### src/rtl/spi_pkg.sv
`default_nettype none
// ============================================================================
//  Module      : spi_pkg
//  Description : Shared state encoding and width helper for the SPI initiator.
//  Revision    : 1.0 - initial release
// ============================================================================
package spi_pkg;

    typedef enum logic [2:0] {
        IDLE  = 3'd0,
        SETUP = 3'd1,
        HIGH  = 3'd2,
        LOW   = 3'd3,
        HOLD  = 3'd4,
        GAP   = 3'd5
    } spi_state_t;

    // Width needed to express a length of 0..maxlen bits.
    function automatic int spi_len_w(input int maxlen);
        return $clog2(maxlen) + 1;
    endfunction

endpackage
`default_nettype wire

### src/rtl/spi_master_ctrl_if.sv
`default_nettype none
// ============================================================================
//  Module      : spi_master_ctrl_if
//  Description : Command handshake and SPI pin bundle for spi_master_ctrl.
//  Revision    : 1.0 - initial release
// ============================================================================
interface spi_master_ctrl_if #(
    parameter int SPI_MAXLEN = 32
) ();
    import spi_pkg::*;

    localparam int LEN_W = spi_len_w(SPI_MAXLEN);

    logic                  start;
    logic [SPI_MAXLEN-1:0] tx_data;
    logic [LEN_W-1:0]      n_clks;
    logic                  busy;
    logic                  done;
    logic [SPI_MAXLEN-1:0] rx_data;
    logic                  SCLK;
    logic                  SS_N;
    logic                  MOSI;
    logic                  MISO;

    modport master (
        input  start, tx_data, n_clks, MISO,
        output busy, done, rx_data, SCLK, SS_N, MOSI
    );

    modport slave (
        output start, tx_data, n_clks, MISO,
        input  busy, done, rx_data, SCLK, SS_N, MOSI
    );
endinterface
`default_nettype wire

### src/rtl/spi_half_tick.sv
`default_nettype none
// ============================================================================
//  Module      : spi_half_tick
//  Description : Pulses tick every H cycles while en is high; idles at zero.
//  Revision    : 1.0 - initial release
// ============================================================================
module spi_half_tick #(
    parameter int H = 2
) (
    input  logic clk,
    input  logic rst_n,
    input  logic en,
    output logic tick
);
    localparam int CNT_W = (H > 1) ? $clog2(H) : 1;

    logic [CNT_W-1:0] cnt;

    assign tick = en && (cnt == CNT_W'(H - 1));

    // Holding the count at zero while disabled makes every enable start a fresh period.
    always_ff @(posedge clk or negedge rst_n) begin
        if (!rst_n) begin
            cnt <= '0;
        end else if (!en || tick) begin
            cnt <= '0;
        end else begin
            cnt <= cnt + CNT_W'(1);
        end
    end
endmodule
`default_nettype wire

### src/rtl/spi_master_ctrl.sv
`default_nettype none
// ============================================================================
//  Module      : spi_master_ctrl
//  Description : Mode-0 SPI initiator, 1..SPI_MAXLEN bit transfers, MSB first.
//  Revision    : 1.0 - initial release
// ============================================================================
module spi_master_ctrl
    import spi_pkg::*;
#(
    parameter int CLK_DIVIDE = 100,
    parameter int SPI_MAXLEN = 32
) (
    input  logic                     clk,
    input  logic                     rst_n,
    spi_master_ctrl_if.master        bus
);
    localparam int H     = CLK_DIVIDE / 2;
    localparam int LEN_W = spi_len_w(SPI_MAXLEN);

    spi_state_t            state;
    spi_state_t            state_nxt;
    logic                  tick;
    logic                  accept;
    logic                  bits_left;
    logic [LEN_W-1:0]      n_req;
    logic [SPI_MAXLEN-1:0] tx_aligned;
    logic [SPI_MAXLEN-1:0] shift_tx;
    logic [SPI_MAXLEN-1:0] shift_rx;
    logic [LEN_W-1:0]      bit_cnt;
    logic                  sclk;
    logic                  ss_n;
    logic                  mosi;
    logic                  busy;
    logic                  done;
    logic [SPI_MAXLEN-1:0] rx_data;

    spi_half_tick #(.H(H)) u_half_tick (
        .clk   (clk),
        .rst_n (rst_n),
        .en    (state != IDLE),
        .tick  (tick)
    );

    assign accept    = (state == IDLE) && bus.start && (bus.n_clks != '0);
    assign n_req     = (bus.n_clks > LEN_W'(SPI_MAXLEN)) ? LEN_W'(SPI_MAXLEN) : bus.n_clks;
    assign bits_left = (bit_cnt != '0);
    // Left-justify the word so the first bit to send is always the MSB of shift_tx.
    assign tx_aligned = bus.tx_data << (LEN_W'(SPI_MAXLEN) - n_req);

    always_ff @(posedge clk or negedge rst_n) begin
        if (!rst_n) begin
            state <= IDLE;
        end else begin
            state <= state_nxt;
        end
    end

    always_comb begin
        state_nxt = state;
        case (state)
            IDLE:    if (accept) state_nxt = SETUP;
            SETUP:   if (tick)   state_nxt = HIGH;
            HIGH:    if (tick)   state_nxt = bits_left ? LOW : HOLD;
            LOW:     if (tick)   state_nxt = HIGH;
            HOLD:    if (tick)   state_nxt = GAP;
            GAP:     if (tick)   state_nxt = IDLE;
            default:             state_nxt = IDLE;
        endcase
    end

    always_ff @(posedge clk or negedge rst_n) begin
        if (!rst_n) begin
            shift_tx <= '0;
            shift_rx <= '0;
            bit_cnt  <= '0;
            sclk     <= 1'b0;
            ss_n     <= 1'b1;
            mosi     <= 1'b0;
            busy     <= 1'b0;
            done     <= 1'b0;
            rx_data  <= '0;
        end else begin
            done <= 1'b0;
            case (state)
                IDLE: begin
                    if (accept) begin
                        mosi     <= tx_aligned[SPI_MAXLEN-1];
                        shift_tx <= tx_aligned << 1;
                        bit_cnt  <= n_req;
                        shift_rx <= '0;
                        ss_n     <= 1'b0;
                        busy     <= 1'b1;
                    end
                end
                SETUP, LOW: begin
                    if (tick) begin
                        sclk     <= 1'b1;
                        shift_rx <= {shift_rx[SPI_MAXLEN-2:0], bus.MISO};
                        bit_cnt  <= bit_cnt - LEN_W'(1);
                    end
                end
                HIGH: begin
                    if (tick) begin
                        sclk <= 1'b0;
                        if (bits_left) begin
                            mosi     <= shift_tx[SPI_MAXLEN-1];
                            shift_tx <= shift_tx << 1;
                        end
                    end
                end
                HOLD: begin
                    if (tick) begin
                        ss_n    <= 1'b1;
                        mosi    <= 1'b0;
                        done    <= 1'b1;
                        rx_data <= shift_rx;
                    end
                end
                GAP: begin
                    if (tick) busy <= 1'b0;
                end
                default: ;
            endcase
        end
    end

    assign bus.SCLK    = sclk;
    assign bus.SS_N    = ss_n;
    assign bus.MOSI    = mosi;
    assign bus.busy    = busy;
    assign bus.done    = done;
    assign bus.rx_data = rx_data;
endmodule
`default_nettype wire

### src/flat_wrapper.sv
// flat-port wrapper written by rule: the top's interface ports become plain ports
module spi_master_ctrl_flat import spi_pkg::*;
#(
    parameter int CLK_DIVIDE = 100,
    parameter int SPI_MAXLEN = 32
)
  (clk, rst_n, bus_start, bus_tx_data, bus_n_clks, bus_MISO, bus_busy, bus_done, bus_rx_data, bus_SCLK, bus_SS_N, bus_MOSI);
  spi_master_ctrl_if #(.SPI_MAXLEN(SPI_MAXLEN)) bus_i ();
  input  logic clk;
  input  logic rst_n;
  input wire logic [$bits(bus_i.start)-1:0] bus_start;
  input wire logic [$bits(bus_i.tx_data)-1:0] bus_tx_data;
  input wire logic [$bits(bus_i.n_clks)-1:0] bus_n_clks;
  input wire logic [$bits(bus_i.MISO)-1:0] bus_MISO;
  output wire logic [$bits(bus_i.busy)-1:0] bus_busy;
  output wire logic [$bits(bus_i.done)-1:0] bus_done;
  output wire logic [$bits(bus_i.rx_data)-1:0] bus_rx_data;
  output wire logic [$bits(bus_i.SCLK)-1:0] bus_SCLK;
  output wire logic [$bits(bus_i.SS_N)-1:0] bus_SS_N;
  output wire logic [$bits(bus_i.MOSI)-1:0] bus_MOSI;
  assign bus_i.start = bus_start;
  assign bus_i.tx_data = bus_tx_data;
  assign bus_i.n_clks = bus_n_clks;
  assign bus_i.MISO = bus_MISO;
  assign bus_busy = bus_i.busy;
  assign bus_done = bus_i.done;
  assign bus_rx_data = bus_i.rx_data;
  assign bus_SCLK = bus_i.SCLK;
  assign bus_SS_N = bus_i.SS_N;
  assign bus_MOSI = bus_i.MOSI;
  spi_master_ctrl #(.CLK_DIVIDE(CLK_DIVIDE), .SPI_MAXLEN(SPI_MAXLEN)) u_core (.clk(clk), .rst_n(rst_n), .bus(bus_i));
endmodule
### config.mk
export PLATFORM = sky130hd
export DESIGN_NAME = spi_master_ctrl_flat
export DESIGN_NICKNAME = d
export VERILOG_FILES = /design/src/rtl/spi_pkg.sv /design/src/rtl/spi_master_ctrl_if.sv /design/src/rtl/spi_half_tick.sv /design/src/rtl/spi_master_ctrl.sv /design/src/flat_wrapper.sv
export SDC_FILE = /design/constraint.sdc
export NUM_CORES = 1
export LEC_CHECK = 0
export CORE_UTILIZATION = 35
export CTS_CLUSTER_DIAMETER = 50
export DETAILED_ROUTE_END_ITERATION = 8
export GPL_TIMING_DRIVEN = 0
export HOLD_SLACK_MARGIN = 0.03
export MAX_ROUTING_LAYER = met4
export PLACE_DENSITY = 0.58
export SYNTH_ARGS = -nofsm -noshare
export SYNTH_HDL_FRONTEND = slang
export SYNTH_SLANG_ARGS = --single-unit
export TNS_END_PERCENT = 1
### constraint.sdc
create_clock -name clk -period 2.3 [get_ports clk]
set_clock_uncertainty 0.1 [all_clocks]
set_input_delay 0.345 -clock clk [delete_from_list [all_inputs] [get_ports clk]]
set_output_delay 0.345 -clock clk [all_outputs]
set_load 0.02 [all_outputs]
== After elaboration in Yosys (flattened, before gate mapping) ==
Cells that the tools add are included.

* Register bits after elaboration: 116
* Bits of input ports: 42
* Output and inout port bits: 37
* Logic and storage cells: 84

* Add/subtract/negate cells: 3
* $lt $le $gt $ge: 1
* Eq/ne operators: 12
* Shift-type cells: 1
* Mux-type cells: 32
* Reduce and logical (&&, ||, !) cells: 24

{| class="wikitable"
|+ Operators with widths
! kind !! number
|-
| 32-bit two-way mux || 5
|-
| 32-bit case mux with 2 select lines || 2
|-
| 32-bit by 6-bit left shift with 32-bit output || 1
|-
| 6-bit two-way mux || 4
|-
| 3-bit two-way mux || 6
|-
| 3-bit case mux with 5 select lines || 1
|-
| 6-bit case mux with 2 select lines || 1
|-
| 3-bit AND reduction || 4
|-
| 6-bit nonzero test || 2
|-
| 5-bit AND reduction || 2
|-
| 2-bit nonzero test || 5
|-
| 1-bit two-way mux || 9
|-
| 6-bit by 1-bit adder with 6-bit output (second input constant) || 1
|-
| 3-bit by 2-bit equality test with 1-bit output (second input constant) || 2
|-
| 3-bit equality test (second input constant) || 2
|-
| 6-bit equality test (second input constant) || 1
|-
| 6-bit greater-than comparator (second input constant) || 1
|-
| 2-bit by 1-bit inequality test with 1-bit output (second input constant) || 3
|-
| 2-bit inequality test (second input constant) || 3
|-
| 1-bit case mux with 2 select lines || 3
|-
| 3-bit nonzero test || 2
|-
| 6-bit by 1-bit subtractor with 6-bit output (second input constant) || 1
|-
| 6-bit subtractor (first input constant) || 1
|-
| 4-bit AND reduction || 1
|-
| other kinds (8) || 10
|}

== Longest topological paths before layout ==
Gate-level depths: netlist (run 1).

* Word-level depth: 6
* Gate-level depth with buffers: 13
* Depth with buffers taken out: 10

== Cells and area by module ==
A second synthesis (run 1) with hierarchy kept.

* Cell total of the unflattened synthesis: 620
* Area, all modules: 6,727.7 sq um

{| class="wikitable"
|+ Modules (own cells, without submodules)
! module !! times used !! cells an instance !! area each (sq um) !! sequential area each (sq um)
|-
| spi_master_ctrl || 1 || 592 || 6,436.2 || 2,728.9
|-
| spi_half_tick || 1 || 28 || 291.5 || 150.1
|}

== Worst setup path before layout (run 1) ==
No wires, ideal clock.

* Path type: input to register
* Start point: input port bus_n_clks[5]
* End point: register u_core.shift_tx[30]
* Library setup time: 120 ps
* Arrival: 2,691 ps
* Required time: 2,080 ps
* Slack: -611 ps
* Stages on the path: 12
* Buffers on the path: 5
* Cells stage by stage: buf_6 > nor2b_4 > inv_2 > buf_4 > ha_1 > clkbuf_1 > clkbuf_1 > buf_1 > nand2_1 > o221ai_1 > o22ai_1 > a31o_1

* Cells in the longest elaborated chain, start to end: 6
* Elaborated cells on any way between the ends: 10
* Classes of those cells: 1 x add/sub; 1 x order compare; 1 x eq/ne; 1 x shift; 3 x mux; 3 x reduce/logical

{| class="wikitable"
|+ Ends and longest elaborated chain
! element !! line !! text
|-
| start: declaration || flat_wrapper.sv:13 || <nowiki>input wire logic [$bits(bus_i.n_clks)-1:0] bus_n_clks;</nowiki>
|-
| 6-bit greater-than comparator || spi_master_ctrl.sv:45 || <nowiki>assign n_req = (bus.n_clks > LEN_W'(SPI_MAXLEN)) ? LEN_W'(SPI_MAXLEN) : bus.n_clks;</nowiki>
|-
| 6-bit two-way mux || spi_master_ctrl.sv:45 ||
|-
| 6-bit subtractor || spi_master_ctrl.sv:48 || <nowiki>assign tx_aligned = bus.tx_data << (LEN_W'(SPI_MAXLEN) - n_req);</nowiki>
|-
| 32-bit by 6-bit left shift with 32-bit output || spi_master_ctrl.sv:48 ||
|-
| 32-bit two-way mux || spi_master_ctrl.sv:86 || <nowiki>if (accept) begin</nowiki>
|-
| 32-bit case mux with 2 select lines || spi_master_ctrl.sv:84 || <nowiki>case (state)</nowiki>
|-
| end signal: assignment || spi_master_ctrl.sv:88 || <nowiki>shift_tx <= tx_aligned << 1;</nowiki>
|-
| end signal: assignment || spi_master_ctrl.sv:107 || <nowiki>shift_tx <= shift_tx << 1;</nowiki>
|-
| end: declaration || spi_master_ctrl.sv:27 || <nowiki>logic [SPI_MAXLEN-1:0] shift_tx;</nowiki>
|}

Parallel ways exist; a longest one is shown, timed or not. The select of a mux whose other input is x is not followed.
A chain may end at the register's enable or synchronous reset.

== Final worst setup path (run 1) ==
* Start point: input port bus_n_clks[0]
* End point: register u_core.shift_tx[31]

The elaborated chain is that of the path after synthesis.

==> flow_summary.toml, run 1 <==
[placement]
portBuffers = 77
routabilityCongestion = 0.9134
dp_hpwl_um = 13480

[logic_synthesis]
yosysSeqAreaShare_pct = 44.13
postSynthAreaPerCell_sq_um = 9.708
synth_cell_type_count = 62
synthCells = 672
synth-edff-count = 0
ys_warn_count = 0
ys.flop_type = "dfrtp_1"
syn_area_sq_um = 6524
synth_top_area_cell = "dfrtp_1"
synth_top_area_share_pct = 43.73
synthArstFlopShare_pct = 100.0
ys_ff_latch = 115
syn-num-nets = 718
synth.area.top_cells = "dfrtp_1 (44%), mux2i_1 (11%), nand2_1 (6.4%)"

[global_routing]
globalRoute.totalOverflow = 0
antenna_found_initial = 0
grt_pass1_wl_um = 30670
grt_max_degree = 101
grt_util_all_layers_pct = 21.09
grt_pass1_vias = 5612

[route]
drt_first_pass_iters = 7
wire_per_inst_um = 18.10
num_vias = 5659
wirelength_um = 18820
vias_per_cell = 5.441
antenna_left = 0
drc_errors = 8
drt_iter0_drc = 411

[cts]
clock_latency_ps = 430
clockBufferDepth = 2
numCtsBuffers = 17
path_clk_slew_ps = 60
cts-root-buf = "clkbuf_16"
cts_tree = "built"
cts.sinks = 115
cts_max_level = 4

[sta]
rsz0062_at_grt = "yes"
period_needed_ps = 2474
relSlewSlack_pct = 62.96
finalHoldViolCount = 0
period_share_pct = 107.6
max_freq_ghz = 0.4042
whs_ps = 204.6
tightest_slew_ps = 555.6
setup_viol = 32
layout_setup_ws_ps = -173.8
maxSlewViolCount = 0

[floorplanning]
dieArea_sq_um = 19190
core_sq_um = 18090
pin_count = 79
placement_rows = 49
die_w_um = 138.5
die_h_um = 138.5
start_util_pct = 36.07

[worst_setup_path]
worstPathRequired_ps = 2500
path_delay_family = "multiplexers"
worstPathArrival_ps = 2670
critical_path_class = "input port to flop"
reg2reg_slack_ps = -170
path_cells = "buf_4 -> nor2b_4 -> inv_4 -> buf_12 -> ha_4 -> mux4_2 -> mux2i_1 -> mux2i_2 -> a32oi_1 -> a21oi_1 -> a41o_1"
cp_slowest_cell = "mux4_2"
path_max_fanout = 10
path_buf_inv = 3
cp-end-kind = "flop"
cp-start-kind = "input port"
critPathMaxStageDelay_ps = 540

[pwr]
power_density_nw_per_um2 = 659.4
total_power_mw = 5.943
vdd_drop_max_mv = 0.5314
leakage_nw = 3.951

[finish]
nNetsFinal = 844
layout_commonest_cell = "dfrtp_1"
syn_to_final_growth_pct = 38.15
seq_area_sq_um = 2879
fill_cells = 1660
final_cell_mix = "dfrtp_1 (114), nand2_1 (108), clkdlybuf4s50_1 (71), mux2i_1 (61), nor2_1 (55)"
antenna_cells = 0
drive_above_1_share_pct = 25.65
multiInputGateArea_sq_um = 3719

[status]
run_status = "complete, but fails checks"
violations = "design-rule violations, negative setup slack"

[hold_path]
hp-class = "input port to flop"

[flow_run]
max_cap_viol_count = 0
[final cells by class]
cell class	count	area share (%)
well taps	229	3.179
plain buffers	49	4.776
repair buffers	108	11.65
clock inverters	15	2.152
multi-input cells	500	41.26
clock buffers	17	4.720
flip-flops and latches	115	31.95
inverters	7	0.3193
[synth_stat cells, drive strengths merged, types with 3 or more instances]
library cell  number
nand2b             5
nor2b              6
a21oi             29
or3                7
nor2              59
ha                 4
a31oi              7
xor2               3
dfrtp            114
nor3              10
and3               7
o211ai             3
inv                7
mux2              35
xnor2              3
o22a               7
and2               4
buf               29
o21ai             51
a211o              3
mux2i             71
a22oi              3
o22ai              3
mux4               8
clkbuf            21
nand3             17
a211oi             4
a221oi            12
nand2            111
o221ai             3
[registers in the layout, summed over array words and instances (netlist names)]
register	cells
u_core.u_half_tick.cnt	6
u_core.bus.SCLK	1
u_core.bus.done	1
u_core.bus.busy	1
u_core.state	3
u_core.bus.rx_data	32
u_core.bus.MOSI	1
u_core.bit_cnt	6
u_core.shift_rx	32
u_core.bus.SS_N	1
u_core.shift_tx	31
[cells by family after synthesis]
family / Yosys count / share of synthesized area (%)
AND/OR/NAND/NOR: 238 / 16.74
AO/OA/AOI/OAI: 138 / 13.50
flip-flops: 115 / 44.13
multiplexers: 114 / 19.70
buffers and inverters: 57 / 4.239
XOR/XNOR: 6 / 0.9208
adder cells (fa/ha/maj): 4 / 0.7672
[worst min-delay path: stages]
cell,delay [ps]
buf_8,120
nor2_1,80
nand2_1,70
o211ai_1,70
[routing by layer]
metal / vias up / global-route usage, % / share of wire, %
met5: - / - / 0
met4: 0 / 7.629 / 2.3
met3: 38 / 3.949 / 5.0
met2: 178 / 31.37 / 46
met1: 2784 / 28.62 / 47
li1: 2659 / - / -
[report_power, final]
part	switching, mW	total [mW]	internal, mW
registers	0.0413	2.13	2.08
logic	0.569	1.04	0.474
clock network	1.04	2.77	1.73
total	1.65	5.94	4.29
[timing repair]
item                                   CTS  global route
endpoints found under the hold margin   73             0
pin swaps                               19            12
hold buffers                             1             0
resized for setup                      100            53
buffers inserted                        25             3
cloned                                   1             0
setup endpoints to repair              105           100
[metrics by stage]
step	utilization, %	cells	cell area (sq um)	TNS [ps]	worst slack [ps]
2_1_floorplan	-	672	6580	-6667	-320.3
3_3_place_gp	42.23	978	7637	-490610	-3649
3_5_place_dp	42.39	979	7666	-77650	-1491
4_1_cts	48.87	1037	8838	-3572	-173.4
5_1_grt	49.83	1040	9012	-5792	-248.1
6_report	49.83	1040	9012	-3039	-173.8
[path summary, 6_finish.rpt]
path                       cells after the start                   start                     end
max                                           11           bus_n_clks[0]     u_core.shift_tx[31]
min                                            4           bus_n_clks[5]       u_core.bit_cnt[4]
max reg2reg                                   11       u_core.bit_cnt[1]     u_core.shift_tx[17]
min reg2reg                                    1  u_core.bus.rx_data[23]  u_core.bus.rx_data[23]
max in group asynchronous                      3                   rst_n       u_core.bit_cnt[0]
min in group asynchronous                      2                   rst_n      u_core.shift_tx[1]
(Power assumes the default switching activity.)
==> run 2: changes to the inputs <==
CORE_ASPECT_RATIO = 0.7   (was unset)
SLEW_MARGIN = 10   (was unset)
TNS_END_PERCENT = 50   (was 1)
==> run 2 against run 1 <==
Compared with the run above: the flow finishes with violations (negative setup slack); register-to-register slack about the same; clock-buffer cell count is the same; via count up 1.7%; clock power is 1% lower; critical endpoint is now u_core.shift_tx[22].
==> flow_summary.toml, run 2 (synthesis gave the netlist of run 1 again) <==
[status]
run_status = "complete, but fails checks"
violations = "negative setup slack"

[floorplanning]
die_w_um = 165.2
placement_rows = 41
pin_count = 79
core_sq_um = 18110
die_h_um = 116.2
start_util_pct = 36.03
dieArea_sq_um = 19200

[route]
drc_errors = 0
drt_first_pass_iters = 7
num_vias = 5753
vias_per_cell = 5.495
wire_per_inst_um = 19.91
wirelength_um = 20850
antenna_left = 0
drt_iter0_drc = 553

[worst_setup_path]
cp-start-kind = "flop"
path_max_fanout = 5
path_cells = "inv_2 -> ha_4 -> or3b_4 -> or3_4 -> a31oi_4 -> or3_4 -> buf_12 -> buf_8 -> a21oi_2 -> o21ai_1 -> o22a_1"
critical_path_class = "flop to flop"
r2r_start = "u_core.bit_cnt[0]"
crit_top_cell = "or3_4"
startpoint = "u_core.bit_cnt[0]"
reg2reg_slack_ps = -190
critPathMaxStageDelay_ps = 400
timing.rr.end = "u_core.shift_tx[22]"
cp-end-kind = "flop"
worstPathRequired_ps = 2550
ff2ff_path_depth = 11
worstPathArrival_ps = 2730
cp_slowest_cell = "dfrtp_1"

[pwr]
vdd_drop_max_mv = 0.4805
p_clk_share_pct = 45.3
p_sw_mw = 1.721
p_int_mw = 4.304
leakage_nw = 3.967
power_density_nw_per_um2 = 662.4
power_frac_seq_pct = 35.4
pwr-share-comb_pct = 19.4
switching_share_pct = 28.56

[sta]
relSlewSlack_pct = 48.42
rsz0062_at_grt = "yes"
layout_setup_ws_ps = -185.7
finalHoldViolCount = 0
setup_viol = 31
period_share_pct = 108.1
max_freq_ghz = 0.4023
period_needed_ps = 2486
maxSlewViolCount = 0
whs_ps = 237.6
tightest_slew_ps = 773.7

[finish]
drive_above_1_share_pct = 28.24
final_area_sq_um = 9095
syn_to_final_growth_pct = 39.41
layout_commonest_cell = "dfrtp_1"
layout.cells.non_filler = 1047
top_regs = "u_core.bus.rx_data (32), u_core.shift_rx (32), u_core.shift_tx (31)"
postLayoutCoreUtil_pct = 50.22
antenna_cells = 0
final_cell_mix = "dfrtp_1 (114), nand2_1 (106), clkdlybuf4s50_1 (71), mux2i_1 (55), nor2_1 (53)"
nNetsFinal = 844

[cts]
cts.sinks = 115
cts_max_level = 4
path_clk_slew_ps = 60
cts-root-buf = "clkbuf_16"
clockBufferDepth = 2
cts_tree = "built"
clock_latency_ps = 410
numCtsBuffers = 17

[global_routing]
grt_max_degree = 78
globalRoute.totalOverflow = 0
grt_pass1_vias = 5644
antenna_found_initial = 0
grt_pass1_wl_um = 32420
grt_util_all_layers_pct = 23.24

[placement]
placed_cell_area_sq_um = 7771
routabilityCongestion = 0.9688
pre_cts_ws_ps = -1483
portBuffers = 77
placed_cells = 986
dp_hpwl_um = 14950

[hold_path]
hold_start = "bus_n_clks[5]"
min_to = "u_core.bit_cnt[4]"
min_path_cells = 4
hp-class = "input port to flop"

[flow_run]
max_cap_viol_count = 0
==> run 2: changes by cell type in the layout (fill, tap and decap cells not counted), sizes merged <==
cell | before | now
clkinv | 5 | 7
clkinvlp | 0 | 3
dlygate4sd2 | 2 | 4
buf | 62 | 61
clkdlybuf4s15 | 1 | 0
inv | 14 | 9
==> run 2: worst max-delay path by stage <==
stage	end	cells past startpoint	slack, ps
6_report	u_core.shift_tx[22]	11	-190
5_1_grt	u_core.shift_tx[22]	11	-260
4_1_cts	u_core.bus.MOSI	10	-210
3_5_place_dp	u_core.shift_tx[9]	11	-1480
3_3_place_gp	u_core.bus.rx_data[0]	1	-3740
2_1_floorplan	u_core.shift_tx[31]	12	-310
==> run 2: routing by layer <==
layer	up-vias	GRT usage [%]	share of wire, %
met5	-	-	0
met4	0	5.321	0.56
met3	11	5.362	7.7
met2	204	30.07	41
met1	2871	35.67	50
li1	2667	-	-
==> run 2: metrics by stage <==
stage                     setup TNS (ps)  power, mW
after global placement           -510850      3.096
after CTS                          -6761      5.946
final                              -4066      6.025
after global routing              -10650      6.223
after floorplan                    -5080      2.721
after detailed placement          -83850      3.095
==> run 2: final cells by class <==
cell class | count | area (sq um)
inverter | 7 | 31.28
buffer | 47 | 377.9
clock buffer | 17 | 425.4
fill | 1643 | 9014
multi-input combinational | 500 | 3817
sequential | 115 | 2879
tap | 236 | 295.3
timing repair buffer | 110 | 1085
clock inverter | 15 | 183.9
==> run 2: power groups by stage <==
stage | logic (mW) | clock network [mW] | registers [mW]
final | 1.17 | 2.73 | 2.13
after global routing | 1.23 | 2.86 | 2.13
after CTS | 1.06 | 2.76 | 2.12
after detailed placement | 0.940 | 0 | 2.15
after global placement | 0.940 | 0 | 2.16
after floorplan | 0.576 | 0 | 2.14
==> run 2: worst max-delay path: cells and delay by family (launching register included) <==
family	cells	cell delay, ps
DFF	1	400
and+or+nand+nor	3	970
AOI/OAI and AO/OA	4	520
buffers and inverters	3	300
adders and majority gates	1	130
==> run 2: repair_timing <==
| item | 4_1_cts | 5_1_grt |
|---|---|---|
| gates cloned | 2 | 1 |
| pin swaps | 15 | 16 |
| endpoints found under the setup margin | 106 | 102 |
| hold endpoints to repair | 37 | 0 |
| gates resized for setup | 87 | 51 |
| hold buffers | 1 | 0 |
| buffers inserted | 20 | 8 |
==> run 3: changes to the inputs <==
MAX_ROUTING_LAYER = unset   (was met4)
SLEW_MARGIN = unset   (was 10)
==> run 3 against run 2 <==
Compared with the run above: the flow still finishes with violations (negative setup slack); die area stayed put; sequential cell count unchanged; first-iteration DRC count increased by 3.6%; clock-buffer cell count unchanged; sequential share of layout area shrank 1.3 points; power down 1.9%; via count is 2.5% higher; critical endpoint is now u_core.shift_tx[30].
==> flow_summary.toml, run 3 (synthesis gave the netlist of run 1 again) <==
[pwr]
power_density_nw_per_um2 = 624.0
leakage_nw = 4.144
total_power_mw = 5.912
vdd_drop_max_mv = 0.4769

[global_routing]
grt_pass1_vias = 5696
globalRoute.totalOverflow = 0
grt_max_degree = 97
grt_util_all_layers_pct = 22.29
grt_pass1_wl_um = 32330
antenna_found_initial = 0

[route]
drc_errors = 0
drt_iter0_drc = 573
wire_per_inst_um = 19.73
num_vias = 5895
antenna_left = 0
wirelength_um = 20990
drt_first_pass_iters = 8
vias_per_cell = 5.540

[worst_setup_path]
cp-start-kind = "flop"
cp-end-kind = "flop"
path_cells = "inv_1 -> ha_2 -> or3b_4 -> or3_4 -> a31oi_4 -> or3_1 -> buf_6 -> buf_4 -> a21oi_1 -> o22ai_1 -> a31o_1"
worstPathRequired_ps = 2550
critPathMaxStageDelay_ps = 390
worstPathArrival_ps = 2770
path_max_fanout = 8
path_delay_family = "simple AND/OR/NAND/NOR gates"
critical_path_class = "flop to flop"
path_buf_inv = 3
cp_slowest_cell = "or3b_4"

[floorplanning]
dieArea_sq_um = 19200
start_util_pct = 36.03
pin_count = 79
core_sq_um = 18110
die_h_um = 116.2
placement_rows = 41
die_w_um = 165.2

[sta]
setup_viol = 65
finalHoldViolCount = 0
rsz0062_at_grt = "yes"
totalNegativeSetupSlack_ps = -6371
period_share_pct = 109.6
tightest_slew_ps = 715.4
relSlewSlack_pct = 52.31
layout_setup_ws_ps = -220.2
maxSlewViolCount = 0
period_needed_ps = 2520
max_freq_ghz = 0.3968

[flow_run]
max_cap_viol_count = 0

[finish]
postLayoutCoreUtil_pct = 52.33
layout.cells.non_filler = 1064
layout_commonest_cell = "dfrtp_1"
final_cell_mix = "dfrtp_1 (114), nand2_1 (106), clkdlybuf4s50_1 (71), mux2i_1 (64), nor2_1 (51)"
nNetsFinal = 861
antenna_cells = 0
final_area_sq_um = 9475
top_regs = "u_core.bus.rx_data (32), u_core.shift_rx (32), u_core.shift_tx (31)"
drive_above_1_share_pct = 29.71
fill_cells = 1602
syn_to_final_growth_pct = 45.24

[placement]
portBuffers = 77
placed_cells = 986
placed_cell_area_sq_um = 7771
routabilityCongestion = 1.021
dp_hpwl_um = 14570

[cts]
cts.sinks = 115
path_clk_slew_ps = 60
cts_tree = "built"
cts-root-buf = "clkbuf_16"
clock_latency_ps = 420
cts_max_level = 4
numCtsBuffers = 17
clockBufferDepth = 2

[status]
violations = "negative setup slack"
run_status = "complete, but fails checks"

[hold_path]
hp-class = "input port to flop"
==> run 3: cell types whose count changed in the layout (fill, tap and decap cells not counted), sizes merged <==
cell and delta:
bufinv -1, buf +14, clkdlybuf4s15 +1, clkinv -3, dlygate4sd2 -1, clkinvlp -1
inv +5, clkbuf +3
==> run 3: worst min-delay path: stages <==
cell	delay (ps)
buf_12	120
nor2_1	80
nand2_1	70
o211ai_1	80
==> run 3: metal layers <==
| layer | up-vias | part of all wire, % | routed length [um] | global-route usage [%] |
|---|---|---|---|---|
| li1 | 2696 | - | - | - |
| met1 | 2972 | 51 | 10630 | 34.53 |
| met4 | 0 | 1.0 | 214 | 5.015 |
| met2 | 203 | 40 | 8451 | 30.10 |
| met5 | - | 0 | 0 | 0 |
| met3 | 24 | 8.1 | 1693 | 6.179 |
==> run 3: final timing paths <==
path | startpoint | to | slack, ps | cells after the start
setup / recovery | u_core.bit_cnt[1] | u_core.shift_tx[30] | -220 | 11
hold / removal | bus_n_clks[5] | u_core.bit_cnt[4] | 240 | 4
setup reg to reg | u_core.bit_cnt[1] | u_core.shift_tx[30] | -220 | 11
hold reg to reg | u_core.shift_rx[31] | u_core.shift_rx[31] | 400 | 2
max in group asynchronous | rst_n | u_core.bit_cnt[4] | 1130 | 3
min in group asynchronous | rst_n | u_core.shift_tx[14] | 250 | 2
==> run 3: area by class of cell <==
cell class	count	area, sq um	area share [%]
timing repair buffer	128	1324	13.97
tap	236	295.3	3.116
buffer	46	446.7	4.714
inverter	7	31.28	0.3301
clock buffer	17	425.4	4.490
multi-input combinational	500	3904	41.20
sequential	115	2879	30.38
clock inverter	15	170.2	1.796
==> run 3: where the power goes <==
group          internal (mW)  total, mW  leakage (nW)  switching (mW)
sequential              2.08       2.13          1.53          0.0506
combinational          0.471       1.10          2.32           0.625
clock                   1.62       2.68         0.288            1.06
==> run 3: repair_timing <==
item / in CTS / in global routing
hold buffers: 1 / 0
pin swaps: 20 / 11
setup buffers: 23 / 17
endpoints found under the setup margin: 106 / 102
resized for setup: 112 / 79
gates cloned: 3 / 6
hold endpoints to repair: 19 / 0
==> run 3: through the flow <==
step | worst slack (ps) | hold slack (ps)
after floorplan | -314.2 | -50.59
after global placement | -3688 | 371.9
after detailed placement | -1478 | 111.1
after CTS | -156.1 | 225.0
after global routing | -319.9 | 247.3
final | -220.2 | 238.1
